$ cat src/rtl/handshake_constant_seq_pkg.sv
// Shared definitions for the handshake constant sequencer: FSM encoding
// and the width helper used to size the table pointer and burst counter.
package handshake_constant_seq_pkg;

    // Output channel is either empty or presenting a token.
    typedef enum logic {
        IDLE = 1'b0,
        EMIT = 1'b1
    } state_t;

    // Bits needed to index n items; a degenerate n of 1 still needs one bit.
    function automatic int width_of(input int n);
        return (n > 1) ? $clog2(n) : 1;
    endfunction

endpackage : handshake_constant_seq_pkg

$ cat src/rtl/handshake_constant_seq.sv
// Handshake constant sequencer: each accepted ctrl token starts a burst of
// REPEAT output tokens read round-robin from the INIT table. The table
// pointer persists across bursts, so consecutive bursts walk the table.
module handshake_constant_seq
    import handshake_constant_seq_pkg::*;
#(
    parameter int                          DATA_WIDTH = 32,
    parameter int                          DEPTH      = 4,
    parameter int                          REPEAT     = 1,
    parameter logic [DEPTH*DATA_WIDTH-1:0] INIT       = '0
) (
    input  logic                  clk,
    input  logic                  rst,
    input  logic                  ctrl_valid,
    output logic                  ctrl_ready,
    output logic [DATA_WIDTH-1:0] outs,
    output logic                  outs_valid,
    input  logic                  outs_ready,
    output logic                  outs_last
);

    localparam int PTR_W = width_of(DEPTH);
    localparam int REM_W = width_of(REPEAT);

    localparam logic [PTR_W-1:0] PTR_LAST = PTR_W'(DEPTH - 1);
    localparam logic [REM_W-1:0] REM_LOAD = REM_W'(REPEAT - 1);

    state_t                  r_state;
    logic [DATA_WIDTH-1:0]   r_outs;
    logic [PTR_W-1:0]        r_ptr;
    logic [REM_W-1:0]        r_remaining;

    state_t                  w_next_state;
    logic [DATA_WIDTH-1:0]   w_next_outs;
    logic [PTR_W-1:0]        w_next_ptr;
    logic [REM_W-1:0]        w_next_remaining;

    logic [DATA_WIDTH-1:0]   w_table_word;
    logic [PTR_W-1:0]        w_ptr_inc;
    logic                    w_ctrl_fire;
    logic                    w_out_fire;

    assign outs_valid = (r_state == EMIT);
    assign outs       = r_outs;
    assign outs_last  = outs_valid && (r_remaining == '0);

    // A new burst may start when nothing is pending or the last token of
    // the current burst leaves this very cycle.
    assign ctrl_ready = !outs_valid || (outs_ready && outs_last);

    assign w_ctrl_fire = ctrl_valid && ctrl_ready;
    assign w_out_fire  = outs_valid && outs_ready;

    assign w_table_word = INIT[int'(r_ptr) * DATA_WIDTH +: DATA_WIDTH];
    assign w_ptr_inc    = (r_ptr == PTR_LAST) ? '0 : r_ptr + 1'b1;

    // Next-state: start a burst on ctrl accept, advance within a burst on an
    // output handshake, fall back to IDLE once the last token is taken.
    always_comb begin
        // NOTE: every target gets a default first so no path leaves it
        // unassigned; that is what keeps this block free of latches.
        w_next_state     = r_state;
        w_next_outs      = r_outs;
        w_next_ptr       = r_ptr;
        w_next_remaining = r_remaining;

        if (w_ctrl_fire) begin
            w_next_state     = EMIT;
            w_next_outs      = w_table_word;
            w_next_ptr       = w_ptr_inc;
            w_next_remaining = REM_LOAD;
        end else if (w_out_fire) begin
            if (outs_last) begin
                w_next_state = IDLE;
            end else begin
                w_next_outs      = w_table_word;
                w_next_ptr       = w_ptr_inc;
                w_next_remaining = r_remaining - 1'b1;
            end
        end
    end

    // State register with synchronous reset taking priority over handshakes.
    always_ff @(posedge clk) begin
        // NOTE: non-blocking assignments so every register samples the
        // pre-edge values regardless of statement order.
        if (rst) begin
            r_state     <= IDLE;
            r_outs      <= '0;
            r_ptr       <= '0;
            r_remaining <= '0;
        end else begin
            r_state     <= w_next_state;
            r_outs      <= w_next_outs;
            r_ptr       <= w_next_ptr;
            r_remaining <= w_next_remaining;
        end
    end

endmodule : handshake_constant_seq

$ cat config.mk
export PLATFORM = sky130hd
export DESIGN_NAME = handshake_constant_seq
export DESIGN_NICKNAME = d
export VERILOG_FILES = /design/src/rtl/handshake_constant_seq_pkg.sv /design/src/rtl/handshake_constant_seq.sv
export SDC_FILE = /design/constraint.sdc
export NUM_CORES = 1
export LEC_CHECK = 0
export ABC_AREA = 1
export BUFFER_PORTS_ARGS = -buffer_cell sky130_fd_sc_hd__buf_2
export CORE_AREA = 2 2 39 41
export DETAILED_ROUTE_END_ITERATION = 10
export DIE_AREA = 0 0 41 43
export PLACE_DENSITY_LB_ADDON = 0.1
export SYNTH_ARGS = -nofsm -noshare
export SYNTH_HDL_FRONTEND = slang
export SYNTH_SLANG_ARGS = --single-unit
export TNS_END_PERCENT = 50
$ cat constraint.sdc
create_clock -name clk -period 0.8 [get_ports clk]
set_input_delay 0.04 -clock clk [delete_from_list [all_inputs] [get_ports clk]]
set_output_delay 0.04 -clock clk [all_outputs]
set_load 0.05 [all_outputs]
Word-level counts from Yosys, hierarchy flattened
Cells that the tools add are included.
{ "word_totals": {"regBits": 36, "in_bits": 4, "out_inout_bits": 35, "word_cells": 33} }
{ "classes": {"n_addsub": 2, "n_eq_ne": 2, "n_shift": 1, "muxes": 10, "bitwise": 2, "n_reduce_logical": 12} }
{ "ops": {"columns": ["op", "count"], "rows": [
  ["variable part select 128 x 8 -> 32 bit (first input constant)", 1],
  ["two-way mux 32 bit", 3],
  ["two-way mux 2 bit", 4],
  ["AND reduction 2 bit", 3],
  ["logical AND 1 bit", 4],
  ["nonzero test 2 bit", 2],
  ["two-way mux 1 bit", 3],
  ["adder 2 x 1 -> 2 bit (second input constant)", 1],
  ["equality test 2 bit (second input constant)", 1],
  ["!= test 2 x 1 -> 1 bit (second input constant)", 1],
  ["inverter 1 bit", 2],
  ["OR reduction 2 bit", 1],
  ["zero test 1 bit", 1],
  ["logical OR 1 bit", 1],
  ["subtractor 1 bit (second input constant)", 1]
]} }

Longest topological paths before layout
{ "depth": {"word_depth": 7, "mapped_depth": 4, "depth_no_buf": 4} }

Least setup slack after synthesis
No wires, ideal clock.
{ "synth_path": {"path_type": "register to output", "startpoint": "register r_state (netlist: outs_valid)", "endpoint": "output port outs_last", "t_arrival_ps": 1430, "t_required_ps": 760, "path_slack_ps": -670, "path_stages_with_launch": 3, "n_path_buf": 0, "cell_sequence": "dfxtp_1 inv_1 nor2_1"} }
{ "synth_via": {"elab_chain_len": 1} }
{ "synth_lines": {"columns": ["item", "line", "source"], "rows": [
  ["start, declared", "handshake_constant_seq.sv:28", "state_t r_state;"],
  ["start signal, assigned", "handshake_constant_seq.sv:93", "r_state <= w_next_state;"],
  ["logical AND 1 bit", "handshake_constant_seq.sv:45", "assign outs_last = outs_valid && (r_remaining == '0);"],
  ["end, declared", "handshake_constant_seq.sv:19", "output logic outs_last"]
]} }
No other way between the ends.

Final worst setup path
Same ends and word-level chain as after synthesis.

==> impl_metrics.ini <==
[place]
routabilityCongestion = 0.5707
dp_hpwl_um = 327.5
placedCellCount = 67
dp_slack_ns = -0.01841
count_of_port_buffers_added_during_placement = 6

[timing]
total_count_of_max_transition_violations_in_the_final_report = 0
skew_ns = 0.006435
grt_setup_unrepaired = true
fin_crit_share = 1.169
hold_viol = 0
min_period_ns = 0.9351
fin_ws_ns = -0.1351
setup_viol_count_final = 3
maxClockFrequency_ghz = 1.069

[worst_setup_path]
crit_arrival_ns = 0.90
setup.worst_path.class = flop to output pin
worst_r2r_endpoint = r_remaining
worst_setup_ep_type = output pin
crit-reg2reg-launch = r_remaining
timing.reg2reg.setup_slack_ns = 0.11
sort_of_element_at_the_start_of_the_critical_path = flop
critical_path.startpoint = outs_valid
critical_path_required_ns = 0.76
critical_path.max_fanout = 4
reg2reg_depth = 4
endpoint = outs_last

[hold_path]
holdCritStartpoint = outs_ready
worstHoldPathType = input pin to flop

[route]
initialDrtViolationCount = 2
drt-total-wl_um = 366
post-route-drc-count = 0
detail_route.wl_per_cell_um = 5.014
viasPerCell = 2.740
vias = 200
drt.antenna.violating_nets = 0
drt_pre_antenna_iters = 4

[floorplan]
die_h_um = 43
dieWidth_um = 41
fp-row-count = 14
total_i_o_pin_count = 39
floorplan.initialDensity = 0.2495
floorplan.core_area_um2 = 1384
die-area_um2 = 1763

[clocking]
h-tree-depth = 1
clock_path_buffers = 2
cts_tree = built
clock_insertion_delay_worst_skew_ns = 0.23
clock_sink_count = 2
tritoncts.num_buffers = 3
clkSlewWorstSetupHoldPaths_ns = 0.03
postCtsSetupBuffers = 0
clockRootBuffer = sky130_fd_sc_hd__clkbuf_4

[final_layout]
count_of_fill_cells_added_during_filler_insertion = 168
most_frequent_cells_in_the_layout = 32 x sky130_fd_sc_hd__conb_1, 3 x sky130_fd_sc_hd__clkbuf_4, 3 x sky130_fd_sc_hd__buf_2
most_frequent_standard_cell_in_the_layout_excluding_fill_and_tap_cells = sky130_fd_sc_hd__conb_1
drive_above_1_share = 0.3158
register_area_um2 = 45.04
footprint_of_the_multi_input_gates_um2 = 177.7
design.final.nets = 62
diodes = 0
area.growth.synth_to_final_pct = 3.261
final_cell_count_no_fill = 73

[power_and_ir_drop]
powerDensity_nw_per_um2 = 2192
power.static_leakage_uw = 0.0002070
vdd_drop_max_mv = 0.5678

[synthesis]
post_synth_fa_ha_maj_area_fraction = 0
synth_warnings = 0
dominant_combinational_cell_family_by_area_after_synthesis = buffers and inverters
synthesis.area_um2 = 345.3
synthCells = 46
synth_top_cells_by_area = sky130_fd_sc_hd__buf_4 70%, sky130_fd_sc_hd__dfxtp_1 12%, sky130_fd_sc_hd__a21oi_2 5.1%
synth-compound-area-share = 0.05072
yosys.area.top_type_share = 0.6957
synth_largest_area_cell = sky130_fd_sc_hd__buf_4
post_synth_mux_area_share = 0
syn_area_per_cell_um2 = 7.507
yosys.area_share.xor_xnor = 0
synth_sequential_area_ratio = 0.1159
synth-simple-area-share = 0.09420
flop_and_latch_count_out_of_synthesis = 2
yosysUniqueCellTypes = 10

[job]
max-cap-violations = 0

[global_route]
number_of_global_route_vias_before_repair = 126
grt_remaining_overflow = 0
grt_use_total = 0.05010
grt_pass1_wl_um = 476
grt_antenna_before_repair = 0
grt_max_degree = 5

[outcome]
run_status = finished, violations left
violations = setup timing
## sequential cells by signal (all words and copies together), names as in the netlist
name	count
r_remaining	1
outs_valid	1
## cells by family after synthesis
logic type,count (synthesis)
buffers and inverters,35
AO/OA/AOI/OAI,2
AND/OR/NAND/NOR,6
other,1
flip-flops,2
## power by group
group / total, uW / internal, uW / switching [uW]
combinational: 423 / 42.4 / 381
sequential: 109 / 103 / 6.18
clock: 249 / 186 / 63.9
## layout make-up
| type | count | share of cell area |
|---|---|---|
| repair buffers | 8 | 0.2140 |
| flip-flops and latches | 2 | 0.1263 |
| multi-input cells | 40 | 0.4982 |
| clock buffers | 4 | 0.07368 |
| inverters | 3 | 0.03158 |
| well taps | 16 | 0.05614 |
## per-stage QoR
stage | instance area [um2] | setup TNS, ns | hold slack, ns | util | power, uW
floorplan | 473.0 | -0.04086 | 0.09327 | - | 608.1
global placement | 282.8 | -0.01881 | 0.2195 | 0.2043 | 506.1
detailed placement | 282.8 | -0.01841 | 0.2149 | 0.2043 | 505.8
CTS | 349.1 | -0.2803 | 0.1021 | 0.2523 | 786.5
global route | 356.6 | -0.4003 | 0.1359 | 0.2577 | 819.4
finish | 356.6 | -0.2682 | 0.1091 | 0.2577 | 781.7
## metal layers
layer  track usage  vias to the layer above  share of wire
met1       0.04153                       86           0.35
met5             0                        -              0
li1              -                       93              -
met2       0.05000                       21           0.43
met4       0.08000                        0              0
met3       0.04712                        0           0.22
## worst min-delay path by stage
stage	to	slack, ns	cells after the start
2_1_floorplan	outs_valid	0.09	1
3_3_place_gp	outs_valid	0.22	2
3_5_place_dp	outs_valid	0.21	2
4_1_cts	r_remaining	0.10	4
5_1_grt	r_remaining	0.14	4
6_report	r_remaining	0.11	4
## cell usage after synthesis
cell type and number:
sky130_fd_sc_hd__nand2_2 1, sky130_fd_sc_hd__conb_1 1, sky130_fd_sc_hd__nor2_1 2, sky130_fd_sc_hd__nand2_1 2, sky130_fd_sc_hd__buf_4 32, sky130_fd_sc_hd__nand2_4 1
sky130_fd_sc_hd__a21oi_2 2, sky130_fd_sc_hd__inv_1 2, sky130_fd_sc_hd__inv_2 1, sky130_fd_sc_hd__dfxtp_1 2
## critical path: stages, from the launching register on
cell                      delay [ns]
sky130_fd_sc_hd__dfxtp_4        0.37
sky130_fd_sc_hd__inv_2          0.05
sky130_fd_sc_hd__nor2_4         0.10
sky130_fd_sc_hd__buf_8          0.15
## what timing repair did
action	in CTS	in global routing
endpoints found under the setup margin	3	4
gates resized for setup	7	2
pin swaps	1	2
hold endpoints to repair	2	0
hold buffers	2	0
(Power assumes the default switching activity.)
